<file path="src/rtl/input_capture.sv">
// input_capture: synchronises and debounces the board pushbuttons, reports
// debounced levels and rising-edge pulses, and captures the switch byte on an
// enter-key press. The captured byte is offered to the consumer through a
// valid/ack handshake.
module input_capture #(
  parameter int DEBOUNCE_CYCLES = 1000000,
  parameter int CNT_W           = 20,
  parameter int DATA_W          = 8,
  parameter int ENTER_KEY       = 0
) (
  input  logic              clk,
  input  logic              reset,
  input  logic [3:0]        key_n,
  input  logic [DATA_W-1:0] sw,
  output logic [3:0]        gpi,
  output logic [3:0]        gpi_rise,
  output logic [DATA_W-1:0] din,
  output logic              din_val,
  input  logic              din_ack,
  output logic              overrun,
  output logic              busy
);

  typedef enum logic [1:0] {
    ST_IDLE     = 2'd0,
    ST_VALID    = 2'd1,
    ST_WAIT_REL = 2'd2
  } state_t;

  localparam logic [CNT_W-1:0] CNT_LAST = CNT_W'(DEBOUNCE_CYCLES - 1);
  localparam logic [CNT_W-1:0] CNT_ONE  = CNT_W'(1);
  localparam logic [CNT_W-1:0] CNT_ZERO = CNT_W'(0);

  // Synchroniser stages
  logic [3:0]        key_meta_r;
  logic [3:0]        key_sync_r;
  logic [DATA_W-1:0] sw_meta_r;
  logic [DATA_W-1:0] sw_sync_r;
  logic [3:0]        key_s;
  logic [DATA_W-1:0] sw_s;

  // Debounce state
  logic [3:0][CNT_W-1:0] cnt_r;
  logic [3:0][CNT_W-1:0] cnt_next_s;
  logic [3:0]            gpi_r;
  logic [3:0]            gpi_next_s;
  logic [3:0]            gpi_rise_r;
  logic                  enter_rise_s;

  // Capture FSM and its registered outputs
  state_t            state_r;
  state_t            state_next_s;
  logic [DATA_W-1:0] din_r;
  logic [DATA_W-1:0] din_next_s;
  logic              din_val_r;
  logic              din_val_next_s;
  logic              overrun_r;
  logic              overrun_next_s;
  logic              busy_r;

  // Keys are active-low on the pins; present them active-high internally.
  assign key_s        = ~key_sync_r;
  assign sw_s         = sw_sync_r;
  assign enter_rise_s = gpi_rise_r[ENTER_KEY];

  // Two-flop synchronisers; reset loads the idle pin levels so no false press appears.
  always_ff @(posedge clk) begin
    if (reset) begin
      key_meta_r <= 4'hF;
      key_sync_r <= 4'hF;
      sw_meta_r  <= {DATA_W{1'b0}};
      sw_sync_r  <= {DATA_W{1'b0}};
    end else begin
      key_meta_r <= key_n;
      key_sync_r <= key_meta_r;
      sw_meta_r  <= sw;
      sw_sync_r  <= sw_meta_r;
    end
  end

  // Per-key debounce: a new level is accepted only after it has differed for a full count.
  always_comb begin
    gpi_next_s = gpi_r;
    cnt_next_s = cnt_r;
    for (int i = 0; i < 4; i++) begin
      if (key_s[i] == gpi_r[i]) begin
        cnt_next_s[i] = CNT_ZERO;
      end else if (cnt_r[i] == CNT_LAST) begin
        gpi_next_s[i] = key_s[i];
        cnt_next_s[i] = CNT_ZERO;
      end else begin
        cnt_next_s[i] = cnt_r[i] + CNT_ONE;
      end
    end
  end

  // Debounce registers; the rise pulse is registered alongside the level so both change together.
  always_ff @(posedge clk) begin
    if (reset) begin
      cnt_r      <= {4{CNT_ZERO}};
      gpi_r      <= 4'h0;
      gpi_rise_r <= 4'h0;
    end else begin
      cnt_r      <= cnt_next_s;
      gpi_r      <= gpi_next_s;
      gpi_rise_r <= gpi_next_s & ~gpi_r;
    end
  end

  // Capture FSM state register.
  always_ff @(posedge clk) begin
    if (reset) begin
      state_r <= ST_IDLE;
    end else begin
      state_r <= state_next_s;
    end
  end

  // Capture FSM next-state logic.
  always_comb begin
    state_next_s = state_r;
    case (state_r)
      ST_IDLE: begin
        if (enter_rise_s) begin
          state_next_s = ST_VALID;
        end else begin
          state_next_s = ST_IDLE;
        end
      end
      ST_VALID: begin
        if (din_ack) begin
          // Key still held after ack: wait for release so one press gives one value.
          if (gpi_r[ENTER_KEY]) begin
            state_next_s = ST_WAIT_REL;
          end else begin
            state_next_s = ST_IDLE;
          end
        end else begin
          state_next_s = ST_VALID;
        end
      end
      ST_WAIT_REL: begin
        if (!gpi_r[ENTER_KEY]) begin
          state_next_s = ST_IDLE;
        end else begin
          state_next_s = ST_WAIT_REL;
        end
      end
      default: begin
        state_next_s = ST_IDLE;
      end
    endcase
  end

  // Capture FSM output logic: next values for the registered handshake outputs.
  always_comb begin
    din_next_s     = din_r;
    din_val_next_s = din_val_r;
    overrun_next_s = overrun_r;
    case (state_r)
      ST_IDLE: begin
        if (enter_rise_s) begin
          din_next_s     = sw_s;
          din_val_next_s = 1'b1;
        end else begin
          din_val_next_s = 1'b0;
        end
      end
      ST_VALID: begin
        if (din_ack) begin
          din_val_next_s = 1'b0;
        end else begin
          din_val_next_s = 1'b1;
        end
        // A second press while a value is pending is flagged; din is left untouched.
        if (enter_rise_s) begin
          overrun_next_s = 1'b1;
        end else begin
          overrun_next_s = overrun_r;
        end
      end
      ST_WAIT_REL: begin
        din_val_next_s = 1'b0;
      end
      default: begin
        din_val_next_s = 1'b0;
      end
    endcase
  end

  // Registered handshake outputs; busy tracks the state being entered.
  always_ff @(posedge clk) begin
    if (reset) begin
      din_r     <= {DATA_W{1'b0}};
      din_val_r <= 1'b0;
      overrun_r <= 1'b0;
      busy_r    <= 1'b0;
    end else begin
      din_r     <= din_next_s;
      din_val_r <= din_val_next_s;
      overrun_r <= overrun_next_s;
      busy_r    <= (state_next_s != ST_IDLE);
    end
  end

  assign gpi      = gpi_r;
  assign gpi_rise = gpi_rise_r;
  assign din      = din_r;
  assign din_val  = din_val_r;
  assign overrun  = overrun_r;
  assign busy     = busy_r;

endmodule

</file>
<file path="config.mk">
export PLATFORM = sky130hd
export DESIGN_NAME = input_capture
export DESIGN_NICKNAME = d
export VERILOG_FILES = /design/src/rtl/input_capture.sv
export SDC_FILE = /design/constraint.sdc
export NUM_CORES = 1
export LEC_CHECK = 0
export BUFFER_PORTS_ARGS = -buffer_cell sky130_fd_sc_hd__buf_2
export CORE_UTILIZATION = 36
export CTS_CLUSTER_DIAMETER = 100
export DETAILED_ROUTE_END_ITERATION = 12
export PLACE_DENSITY = 0.59
export SLEW_MARGIN = 30
export SYNTH_ARGS = -nofsm -noshare
export SYNTH_HDL_FRONTEND = slang
export SYNTH_SLANG_ARGS = --single-unit
</file>
<file path="constraint.sdc">
create_clock -name clk -period 2.94 [get_ports clk]
set_clock_uncertainty 0.15 [all_clocks]
set_input_delay 0.588 -clock clk [delete_from_list [all_inputs] [get_ports clk]]
set_output_delay 0.588 -clock clk [all_outputs]
set_load 0.02 [all_outputs]
</file>
Yosys cells after proc, flatten, opt, wreduce, memory -nomap -nowiden
Cells that the tools add are included.
{ "classes": {"add_sub_neg": 4, "eq_ne": 10, "muxes": 15, "bitwise_logic": 3, "reduce_logical": 8} }
{ "op_table": {"columns": ["cell", "count"], "rows": [
  ["20-bit by 1-bit adder with 20-bit output (second input constant)", 4],
  ["20-bit equality test (second input constant)", 4],
  ["3-bit OR reduction", 4],
  ["1-bit two-way mux", 11],
  ["4-bit NOT", 2],
  ["2-bit one-hot mux with 3 select lines", 1],
  ["4-bit bitwise AND", 1],
  ["1-bit equality test", 4],
  ["2-bit two-way mux", 2],
  ["2-bit AND reduction", 2],
  ["2-bit by 1-bit equality test with 1-bit output (second input constant)", 1],
  ["2-bit equality test (second input constant)", 1],
  ["2-bit logical NOT", 1],
  ["1-bit one-hot mux with 2 select lines", 1],
  ["2-bit nonzero test", 1]
]} }
{ "word_totals": {"regBits": 125, "input_bits": 15, "wordCells": 55} }

Logic depth before layout (Yosys ltp)
Gate-level depths: netlist of run 1.
{ "depth": {"word_depth": 4, "mapped_depth": 6, "ltp_nobuf": 5} }

Worst setup path after synthesis of run 1
No wires, ideal clock.
{ "synth_path": {"path_kind": "flip-flop to flip-flop", "startpoint": "register cnt_r[33] (netlist bit)", "endpoint": "register cnt_r[35] (netlist bit)", "setup_time_ns": 0.115, "arrival_ns": 1.780, "required_time_ns": 2.675, "path_slack_ns": 0.895, "stages_incl_launch_ff": 6, "cell_sequence": "dfxtp_1 or4_4 or4_4 o21ai_4 buf_6 nor2_1"} }
{ "synth_via": {"elab_chain_len": 2, "elab_cells_between_ends": 3, "classes_between": "add/sub (1); eq/ne (1); reduce/logical (1)"} }
{ "synth_lines": {"columns": ["item", "line_no", "text"], "rows": [
  ["start, declared", "43", "logic [3:0][CNT_W-1:0] cnt_r;"],
  ["start signal, assigned", "100", "cnt_r <= {4{CNT_ZERO}};"],
  ["start signal, assigned", "104", "cnt_r <= cnt_next_s;"],
  ["branches (longest 2 deep; another with 20-bit by 1-bit adder with 20-bit output)", null, null]
]} }
Several ways; the timed one is not identified.
A chain may end at the register's enable or synchronous reset.

Worst setup path in the final report of run 1
{ "layout_path": {"startpoint": "register cnt_r[60] (netlist bit)", "endpoint": "register cnt_r[71] (netlist bit)"} }
Same word-level chain as after synthesis.

==> results of run 1 <==
-- where the power goes --
| part | switching [mW] | total, mW | internal (mW) | leakage [nW] |
|---|---|---|---|---|
| Sequential | 0.00618 | 1.72 | 1.71 | 1.01 |
| Combinational | 0.0266 | 0.0473 | 0.0206 | 0.615 |
| Clock | 0.744 | 2.33 | 1.59 | 0.323 |
-- stage by stage --
stage	util [%]	cells
global route	45.2	788
global placement	40.2	756
CTS	45.2	788
floorplan	-	558
detailed placement	40.2	756
finish	45.2	788
-- state kept, by name, summed over array words and instances (netlist names) --
name and flops:
busy 1, sw_meta_r 8, din 8, overrun 1, key_meta_r 4, sw_s 8, gpi_rise 4, key_sync_r 4
gpi 4, state_r 2, din_val 1, cnt_r 80
-- cell type report --
cell class | count | area, um2
tap | 176 | 220
multi-input combinational | 396 | 2400
timing repair buffer | 38 | 203
clock inverter | 15 | 245
sequential | 125 | 2500
clock buffer | 17 | 425
fill | 1293 | 7370
inverter | 21 | 78.8
-- kinds of logic (layout without fill, tap and decap cells) --
family	count (synthesis)	after routing	synth area share [%]
simple gates	278	278	29.3
flops	125	125	49.5
xor+xnor	61	61	10.6
compound gates	45	45	5.15
buf+inv	37	91	2.90
mux	8	8	1.58
fa+ha+maj	4	4	0.990
-- path summary, 6_finish.rpt --
check | slack [ps] | startpoint | depth (start not counted) | endpoint
worst max-delay path | 580 | cnt_r[60]$_SDFF_PP0_ | 6 | cnt_r[71]$_SDFF_PP0_
worst min-delay path | 220 | key_n[2] | 2 | key_meta_r[2]$_SDFF_PP1_
worst max register to register | 580 | cnt_r[60]$_SDFF_PP0_ | 6 | cnt_r[71]$_SDFF_PP0_
worst min register to register | 260 | key_meta_r[0]$_SDFF_PP1_ | 1 | key_sync_r[0]$_SDFF_PP1_
-- worst max-delay path, delay by kind of cell (launching register included) --
family / cells / cell delay, ps
compound gates: 1 / 500
fa+ha+maj: 1 / 230
buf+inv: 1 / 290
flops: 1 / 400
simple gates: 3 / 690
-- layout by cell type, fill, tap and decap left out, types with 3 or more instances in the layout --
cell type	Yosys	layout
a21oi_1	19	19
and3_1	6	6
and4_1	5	5
buf_2	0	33
buf_4	0	5
bufinv_16	0	6
clkbuf_16	0	17
clkinv_2	0	3
clkinv_4	0	4
dfxtp_1	125	125
ha_1	4	4
inv_1	21	21
mux2i_1	8	8
nand2_1	24	24
nand3_1	27	27
nand4_1	19	19
nand4b_1	4	4
nor2_1	90	90
nor2b_1	16	16
nor3_1	16	16
nor4_1	21	21
o21ai_0	17	14
o21ai_1	0	3
o31ai_1	3	3
or2_2	11	11
or3_1	15	15
or4_1	8	8
xnor2_1	44	44
xor2_1	17	17
-- metal layers --
metal	up-vias	wire (um)	share of wire [%]
met3	9	362	3.8
met2	48	4460	46
met5	-	0	0
li1	2022	-	-
met4	0	104	1.1
met1	1804	4690	49
==> results.sh, run 1 <==
export IMPL_postSynthCellCount=558
export IMPL_clkTransAtPathRegs_ps=50
export IMPL_cts_hold_buffers=0
export IMPL_report_final_slew_viol_count=0
export IMPL_synthTopCellsByCount="dfxtp_1 (125), nor2_1 (90), xnor2_1 (44)"
export IMPL_syn_to_final_growth_pct=20.3
export IMPL_drive_gt1_share_pct=14.2
export IMPL_synth_seq_area_share_pct=49.5
export IMPL_synth_top_cell_by_area="dfxtp_1"
export IMPL_viasPerCell=4.93
export IMPL_hold_viol=0
export IMPL_rsz0062_at_grt="no"
export IMPL_dp_slack_ps=546
export IMPL_die_area_um2=14500
export IMPL_design_area_um2=6080
export IMPL_crit_required_ps=3080
export IMPL_cts_tree="built"
export IMPL_period_share_pct=80.3
export IMPL_place_congestion=0.801
export IMPL_h_tree_depth=4
export IMPL_synth_flop_cell="dfxtp_1"
export IMPL_grt_busiest_layer="met2"
export IMPL_fmax_mhz=423
export IMPL_totalWireLength_mm=9.61
export IMPL_ctsResizeCount=0
export IMPL_cts_buffers=17
export IMPL_synth_seq_cells=125
export IMPL_netlist_area_um2=5050
export IMPL_grt_use_met1_pct=18.0
export IMPL_endpoint_kind="flop"
export IMPL_num_vias=3883
export IMPL_worst_slew_pin_slew_ps=621
export IMPL_crit_slowest_cell="o21ai_1"
export IMPL_grt_max_degree=32
export IMPL_synth_async_reset_ratio_pct=0
export IMPL_timing_final_ws_setup_ps=578
export IMPL_globalRouteMet3Util_pct=4.86
export IMPL_power_leakage_nw=1.95
export IMPL_drc=0
export IMPL_critPathArrivalTime_ps=2500
export IMPL_dp_hpwl_mm=6.67
export IMPL_holdWs_ps=217
export IMPL_postRouteAntennaNets=0
export IMPL_core_um2=13500
export IMPL_synth_nets=577
export IMPL_post_route_min_period_ps=2360
export IMPL_gr_total_overflow=0
export IMPL_fin_nets=618
export IMPL_power_density_nw_per_um2=674
export IMPL_initialDrtViolationCount=227
export IMPL_portBuffers=33
export IMPL_setup_viol=0
export IMPL_antenna_cells=0
export IMPL_critical_path_startpoint_type="flop"
export IMPL_yosysUniqueCellTypes=39
export IMPL_status="completed"
export IMPL_synth_top_area_share_pct=49.5
export IMPL_grt_pass1_wl_mm=16.7
export IMPL_num_io_pins=34
export IMPL_antenna_found_initial=0
export IMPL_critical_path_cell_chain="ha_1, nand4_1, or2_2, o21ai_1, buf_4, nor2_1"
export IMPL_route_detailed_wl_per_inst_um=12.2
export IMPL_grt_use_total_pct=14.5
export IMPL_hp_class="in -> reg"
export IMPL_worstPathMaxFanout=12
export IMPL_place_area_um2=5410
export IMPL_synth_most_common_cell="dfxtp_1"
export IMPL_synth_avg_cell_area_um2=9.06
export IMPL_die_h_um=120
export IMPL_maxSlewHeadroom_pct=58.2
export IMPL_post_cts_setup_buffer_count=0
export IMPL_tns_ps=0
export IMPL_synth_warnings=0
export IMPL_max_cap_violations=0
export IMPL_worstSkewPairLatency_ps=410
export IMPL_drt_pass1_iterations=4
export IMPL_critPathKind="reg -> reg"
export IMPL_numClockSinks=125
export IMPL_finalPower_mw=4.10
export IMPL_rows=42
export IMPL_critPathMaxStageDelay_ps=500
export IMPL_synth_edf_count=0
export IMPL_grt_use_met2_pct=22.8
export IMPL_clock_path_buffers=2
export IMPL_peakVddDrop_mv=0.469
export IMPL_initial_core_util_pct=37.6
export IMPL_synth_top_cells_by_area="dfxtp_1 (50%), xnor2_1 (7.6%), nor2_1 (6.7%)"
export IMPL_grt_pass1_vias=3654
export IMPL_die_w_um=120
export IMPL_cts_root_buf="clkbuf_16"
(Power assumes the default switching activity.)
==> inputs of run 2 (changes only) <==
==> constraint.sdc (replaced) <==
create_clock -name clk -period 2.3 [get_ports clk]
set_clock_uncertainty 0.15 [all_clocks]
set_input_delay 0.46 -clock clk [delete_from_list [all_inputs] [get_ports clk]]
set_output_delay 0.46 -clock clk [all_outputs]
set_load 0.02 [all_outputs]
==> results.sh, run 2 (synthesized netlist as in run 1, its figures left out) <==
export IMPL_power_density_nw_per_um2=763
export IMPL_max_cap_violations=0
export IMPL_crit_slowest_cell="or4_4"
export IMPL_critical_path_startpoint_type="flop"
export IMPL_power_leakage_nw=1.93
export IMPL_n_fill_cell=1323
export IMPL_die_h_um=120
export IMPL_drc=0
export IMPL_endpoint_kind="flop"
export IMPL_crit_family="simple AND/OR/NAND/NOR gates"
export IMPL_report_final_slew_viol_count=0
export IMPL_multiInputGateArea_um2=2400
export IMPL_grt_pass1_vias=3765
export IMPL_status="completed"
export IMPL_ctsResizeCount=0
export IMPL_cpMostUsedCell="or4_4"
export IMPL_die_w_um=120
export IMPL_clkTransAtPathRegs_ps=50
export IMPL_cts_root_buf="clkbuf_16"
export IMPL_rsz0062_at_grt="no"
export IMPL_power_frac_clock_pct=51.0
export IMPL_switching_power_mw=1.03
export IMPL_critPathArrivalTime_ps=2200
export IMPL_combPwrFrac_pct=1.4
export IMPL_num_io_pins=34
export IMPL_top_register="cnt_r"
export IMPL_largest_register_ff_count=80
export IMPL_fmax_mhz=489
export IMPL_antenna_found_initial=0
export IMPL_cts_hold_buffers=0
export IMPL_gr_total_overflow=0
export IMPL_postRouteAntennaNets=0
export IMPL_clock_path_buffers=2
export IMPL_grt_max_degree=26
export IMPL_grt_use_total_pct=14.9
export IMPL_mostFrequentLayoutCells="dfxtp_1 (125), nor2_1 (90), xnor2_1 (44)"
export IMPL_rows=42
export IMPL_maxSlewHeadroom_pct=63.7
export IMPL_numClockSinks=125
export IMPL_setup_viol=0
export IMPL_critPathKind="reg -> reg"
export IMPL_cts_buffers=17
export IMPL_cell_internal_pwr_mw=3.58
export IMPL_critical_path_cell_chain="or4_4, or4_4, o21ai_4, buf_12, nor2_1"
export IMPL_crit_required_ps=2460
export IMPL_peakVddDrop_mv=0.571
export IMPL_worst_slew_pin_slew_ps=539
export IMPL_fin_nets=630
export IMPL_grt_pass1_wl_mm=16.9
export IMPL_initialDrtViolationCount=222
export IMPL_viasPerCell=4.99
export IMPL_crit_buf_inv=1
export IMPL_critPathMaxStageDelay_ps=540
export IMPL_cts_tree="built"
export IMPL_portBuffers=33
export IMPL_worstSkewPairLatency_ps=420
export IMPL_die_area_um2=14500
export IMPL_antenna_cells=0
export IMPL_tns_ps=0
export IMPL_layout_commonest_cell="dfxtp_1"
export IMPL_post_route_util_pct=44.9
export IMPL_hp_class="in -> reg"
export IMPL_hold_viol=0
export IMPL_drive_gt1_share_pct=15.9
export IMPL_p_sw_share_pct=22.4
export IMPL_syn_to_final_growth_pct=19.5
export IMPL_core_um2=13500
export IMPL_worstPathMaxFanout=18
export IMPL_power_frac_seq_pct=47.6
export IMPL_num_vias=3992
export IMPL_totalWireLength_mm=9.85
export IMPL_period_share_pct=88.9
export IMPL_initial_core_util_pct=37.6
export IMPL_post_route_min_period_ps=2050
export IMPL_drt_pass1_iterations=4
export IMPL_post_cts_setup_buffer_count=0
export IMPL_ff_latch_area_um2=2500
export IMPL_h_tree_depth=4
export IMPL_dp_hpwl_mm=6.74
export IMPL_place_congestion=0.790
export IMPL_route_detailed_wl_per_inst_um=12.3
[run 2: cell count changes in the layout (fill, tap and decap cells not counted), sizes merged]
cell and delta:
buf +12, bufinv -6, clkinv +1, clkinvlp +4
inv +1
[run 2: per-stage QoR]
stage / instances / setup slack [ps] / cell area [um2] / hold slack, ps / total power [mW]
finish: 800 / 255 / 6040 / 76.7 / 4.61
global route: 800 / 165 / 6040 / 54.9 / 4.79
CTS: 800 / 253 / 6040 / 57.7 / 4.67
detailed placement: 768 / 259 / 5510 / 250 / 2.31
global placement: 768 / 291 / 5510 / 245 / 2.30
floorplan: 558 / 255 / 5050 / 239 / 2.28
[run 2: final timing paths]
check / cells after the start / slack, ps / start / to
worst min register to register: 1 / 260 / key_meta_r[2]$_SDFF_PP1_ / key_sync_r[2]$_SDFF_PP1_
worst min-delay path: 2 / 80 / key_n[0] / key_meta_r[0]$_SDFF_PP1_
worst max register to register: 5 / 250 / cnt_r[33]$_SDFF_PP0_ / cnt_r[22]$_SDFF_PP0_
worst max-delay path: 5 / 250 / cnt_r[33]$_SDFF_PP0_ / cnt_r[22]$_SDFF_PP0_
[run 2: power groups by stage]
| stage | Combinational (mW) | Clock, mW | Sequential (mW) |
|---|---|---|---|
| floorplan | 0.0391 | 0 | 2.24 |
| global placement | 0.0625 | 0 | 2.24 |
| detailed placement | 0.0644 | 0 | 2.24 |
| CTS | 0.0647 | 2.41 | 2.20 |
| global route | 0.0717 | 2.53 | 2.20 |
| finish | 0.0634 | 2.35 | 2.20 |
[run 2: layout make-up]
cell class | count | area share (%)
flip-flops and latches | 125 | 41.4
inverters | 21 | 1.31
multi-input cells | 396 | 39.8
repair buffers | 50 | 5.06
clock buffers | 17 | 7.05
clock inverters | 15 | 1.68
well taps | 176 | 3.65
[run 2: per-layer routing]
layer / vias to the layer above / global-route usage [%] / routed length (um)
met1: 1865 / 17.5 / 4760
met3: 9 / 6.27 / 396
li1: 2047 / - / -
met2: 71 / 23.4 / 4590
met4: 0 / 6.94 / 99
met5: - / 0 / 0
==> inputs of run 3 (changes only) <==
--- a/config.mk
+++ b/config.mk
@@ -6,10 +6,10 @@
 export NUM_CORES = 1
 export LEC_CHECK = 0
 export BUFFER_PORTS_ARGS = -buffer_cell sky130_fd_sc_hd__buf_2
-export CORE_UTILIZATION = 36
+export CORE_UTILIZATION = 30
 export CTS_CLUSTER_DIAMETER = 100
 export DETAILED_ROUTE_END_ITERATION = 12
-export PLACE_DENSITY = 0.59
+export PLACE_DENSITY = 0.52
 export SLEW_MARGIN = 30
 export SYNTH_ARGS = -nofsm -noshare
 export SYNTH_HDL_FRONTEND = slang
==> results.sh, run 3 (synthesized netlist as in run 1, its figures left out) <==
export IMPL_switching_power_uw=937
export IMPL_report_final_slew_viol_count=0
export IMPL_rsz0062_at_grt="no"
export IMPL_cell_internal_pwr_mw=3.92
export IMPL_numClockSinks=125
export IMPL_max_cap_violations=0
export IMPL_combPwrFrac_pct=1.2
export IMPL_die_area_um2=17400
export IMPL_antenna_cells=0
export IMPL_drc=2
export IMPL_largest_register_ff_count=80
export IMPL_power_frac_seq_pct=45.3
export IMPL_viasPerCell=4.66
export IMPL_grt_use_total_pct=12.6
export IMPL_h_tree_depth=4
export IMPL_grt_pass1_wl_mm=17.4
export IMPL_p_sw_share_pct=19.3
export IMPL_critPathArrivalTime_ps=2280
export IMPL_syn_to_final_growth_pct=21.3
export IMPL_setup_viol=0
export IMPL_worst_slew_pin_slew_ps=484
export IMPL_cp_endpoint="cnt_r[30]$_SDFF_PP0_"
export IMPL_cts_root_buf="clkbuf_16"
export IMPL_power_density_nw_per_um2=791
export IMPL_fmax_mhz=470
export IMPL_drt_pass1_iterations=8
export IMPL_die_w_um=132
export IMPL_dp_hpwl_mm=7.03
export IMPL_num_vias=3926
export IMPL_totalWireLength_mm=10.1
export IMPL_critPathKind="reg -> reg"
export IMPL_r2r_end="cnt_r[30]$_SDFF_PP0_"
export IMPL_portBuffers=33
export IMPL_maxSlewHeadroom_pct=66.9
export IMPL_design_area_um2=6130
export IMPL_hold_viol=0
export IMPL_drive_gt1_share_pct=15.2
export IMPL_crit_required_ps=2450
export IMPL_layout_commonest_cell="dfxtp_1"
export IMPL_route_detailed_wl_per_inst_um=12.0
export IMPL_post_cts_setup_buffer_count=0
export IMPL_rows=47
export IMPL_antenna_found_initial=0
export IMPL_ctsResizeCount=0
export IMPL_endpoint_kind="flop"
export IMPL_rrSetupSlack_ps=170
export IMPL_mostFrequentLayoutCells="dfxtp_1 (125), nor2_1 (90), xnor2_1 (44)"
export IMPL_num_io_pins=34
export IMPL_initial_core_util_pct=30.6
export IMPL_r2r_cells=5
export IMPL_cts_hold_buffers=0
export IMPL_fin_nets=629
export IMPL_critical_path_startpoint_type="flop"
export IMPL_grt_max_degree=31
export IMPL_postRouteAntennaNets=0
export IMPL_die_h_um=132
export IMPL_tns_ps=0
export IMPL_clock_path_buffers=2
export IMPL_period_share_pct=92.5
export IMPL_hp_class="in -> reg"
export IMPL_critPathLaunch="cnt_r[33]$_SDFF_PP0_"
export IMPL_post_route_min_period_ps=2130
export IMPL_reg2reg_from="cnt_r[33]$_SDFF_PP0_"
export IMPL_dp_slack_ps=161
export IMPL_core_um2=16500
export IMPL_gr_total_overflow=0
export IMPL_cts_buffers=17
export IMPL_peakVddDrop_mv=0.510
export IMPL_worstSkewPairLatency_ps=410
export IMPL_worstPathMaxFanout=7
export IMPL_timing_final_ws_setup_ps=173
export IMPL_cts_tree="built"
export IMPL_power_leakage_nw=1.97
export IMPL_grt_pass1_vias=3817
export IMPL_power_frac_clock_pct=53.5
export IMPL_clkTransAtPathRegs_ps=60
export IMPL_place_area_um2=5550
export IMPL_place_congestion=0.803
export IMPL_post_route_util_pct=37.1
export IMPL_top_register="cnt_r"
export IMPL_violations="DRC"
export IMPL_status="finished with violations"
export IMPL_initialDrtViolationCount=248
## run 3: cell types whose count changed in the layout (fill, tap and decap cells not counted), sizes merged
cell	previous run	this run
clkinv	8	5
clkinvlp	6	0
buf	50	49
bufinv	0	2
clkbuf	17	25
inv	22	21
## run 3: cell type report
type	count	area, um2
Inverter	21	78.8
Clock buffer	25	495
Fill cell	1659	10400
Sequential cell	125	2500
Clock inverter	7	85.1
Multi-Input combinational cell	396	2410
Tap cell	220	275
Timing Repair Buffer	49	285
## run 3: how the worst min path moves through the flow
stage	from	endpoint	slack (ps)	cells past startpoint
detailed placement	key_meta_r[2]$_SDFF_PP1_	key_sync_r[2]$_SDFF_PP1_	250	1
floorplan	key_meta_r[0]$_SDFF_PP1_	key_sync_r[0]$_SDFF_PP1_	240	1
global placement	key_meta_r[2]$_SDFF_PP1_	key_sync_r[2]$_SDFF_PP1_	240	1
global route	key_n[1]	key_meta_r[1]$_SDFF_PP1_	60	2
finish	key_n[1]	key_meta_r[1]$_SDFF_PP1_	80	2
CTS	key_n[1]	key_meta_r[1]$_SDFF_PP1_	60	2
## run 3: power groups by stage
| stage | Sequential (mW) | Clock [mW] | Combinational, mW |
|---|---|---|---|
| 2_1_floorplan | 2.24 | 0 | 0.0391 |
| 3_3_place_gp | 2.24 | 0 | 0.0608 |
| 3_5_place_dp | 2.24 | 0 | 0.0621 |
| 4_1_cts | 2.20 | 2.67 | 0.0622 |
| 5_1_grt | 2.20 | 2.77 | 0.0683 |
| 6_report | 2.20 | 2.59 | 0.0606 |
## run 3: critical path, stage by stage (launching register included)
cell,delay (ps)
dfxtp_1,350
or4_4,550
or4_4,510
o21ai_4,220
buf_4,190
nor2_1,50
## run 3: through the flow
step	hold slack, ps	total power [mW]	instances
after floorplan	239	2.28	558
after global placement	244	2.30	811
after detailed placement	250	2.31	811
after CTS	57.1	4.93	843
after global routing	60.0	5.04	843
final	78.5	4.85	843
## run 3: routing by layer
metal / GRT usage [%] / wire [um] / vias to the layer above
li1: - / - / 2043
met3: 4.04 / 497 / 19
met5: 0 / 0 / -
met1: 15.1 / 4840 / 1780
met4: 7.56 / 206 / 0
met2: 19.7 / 4590 / 84
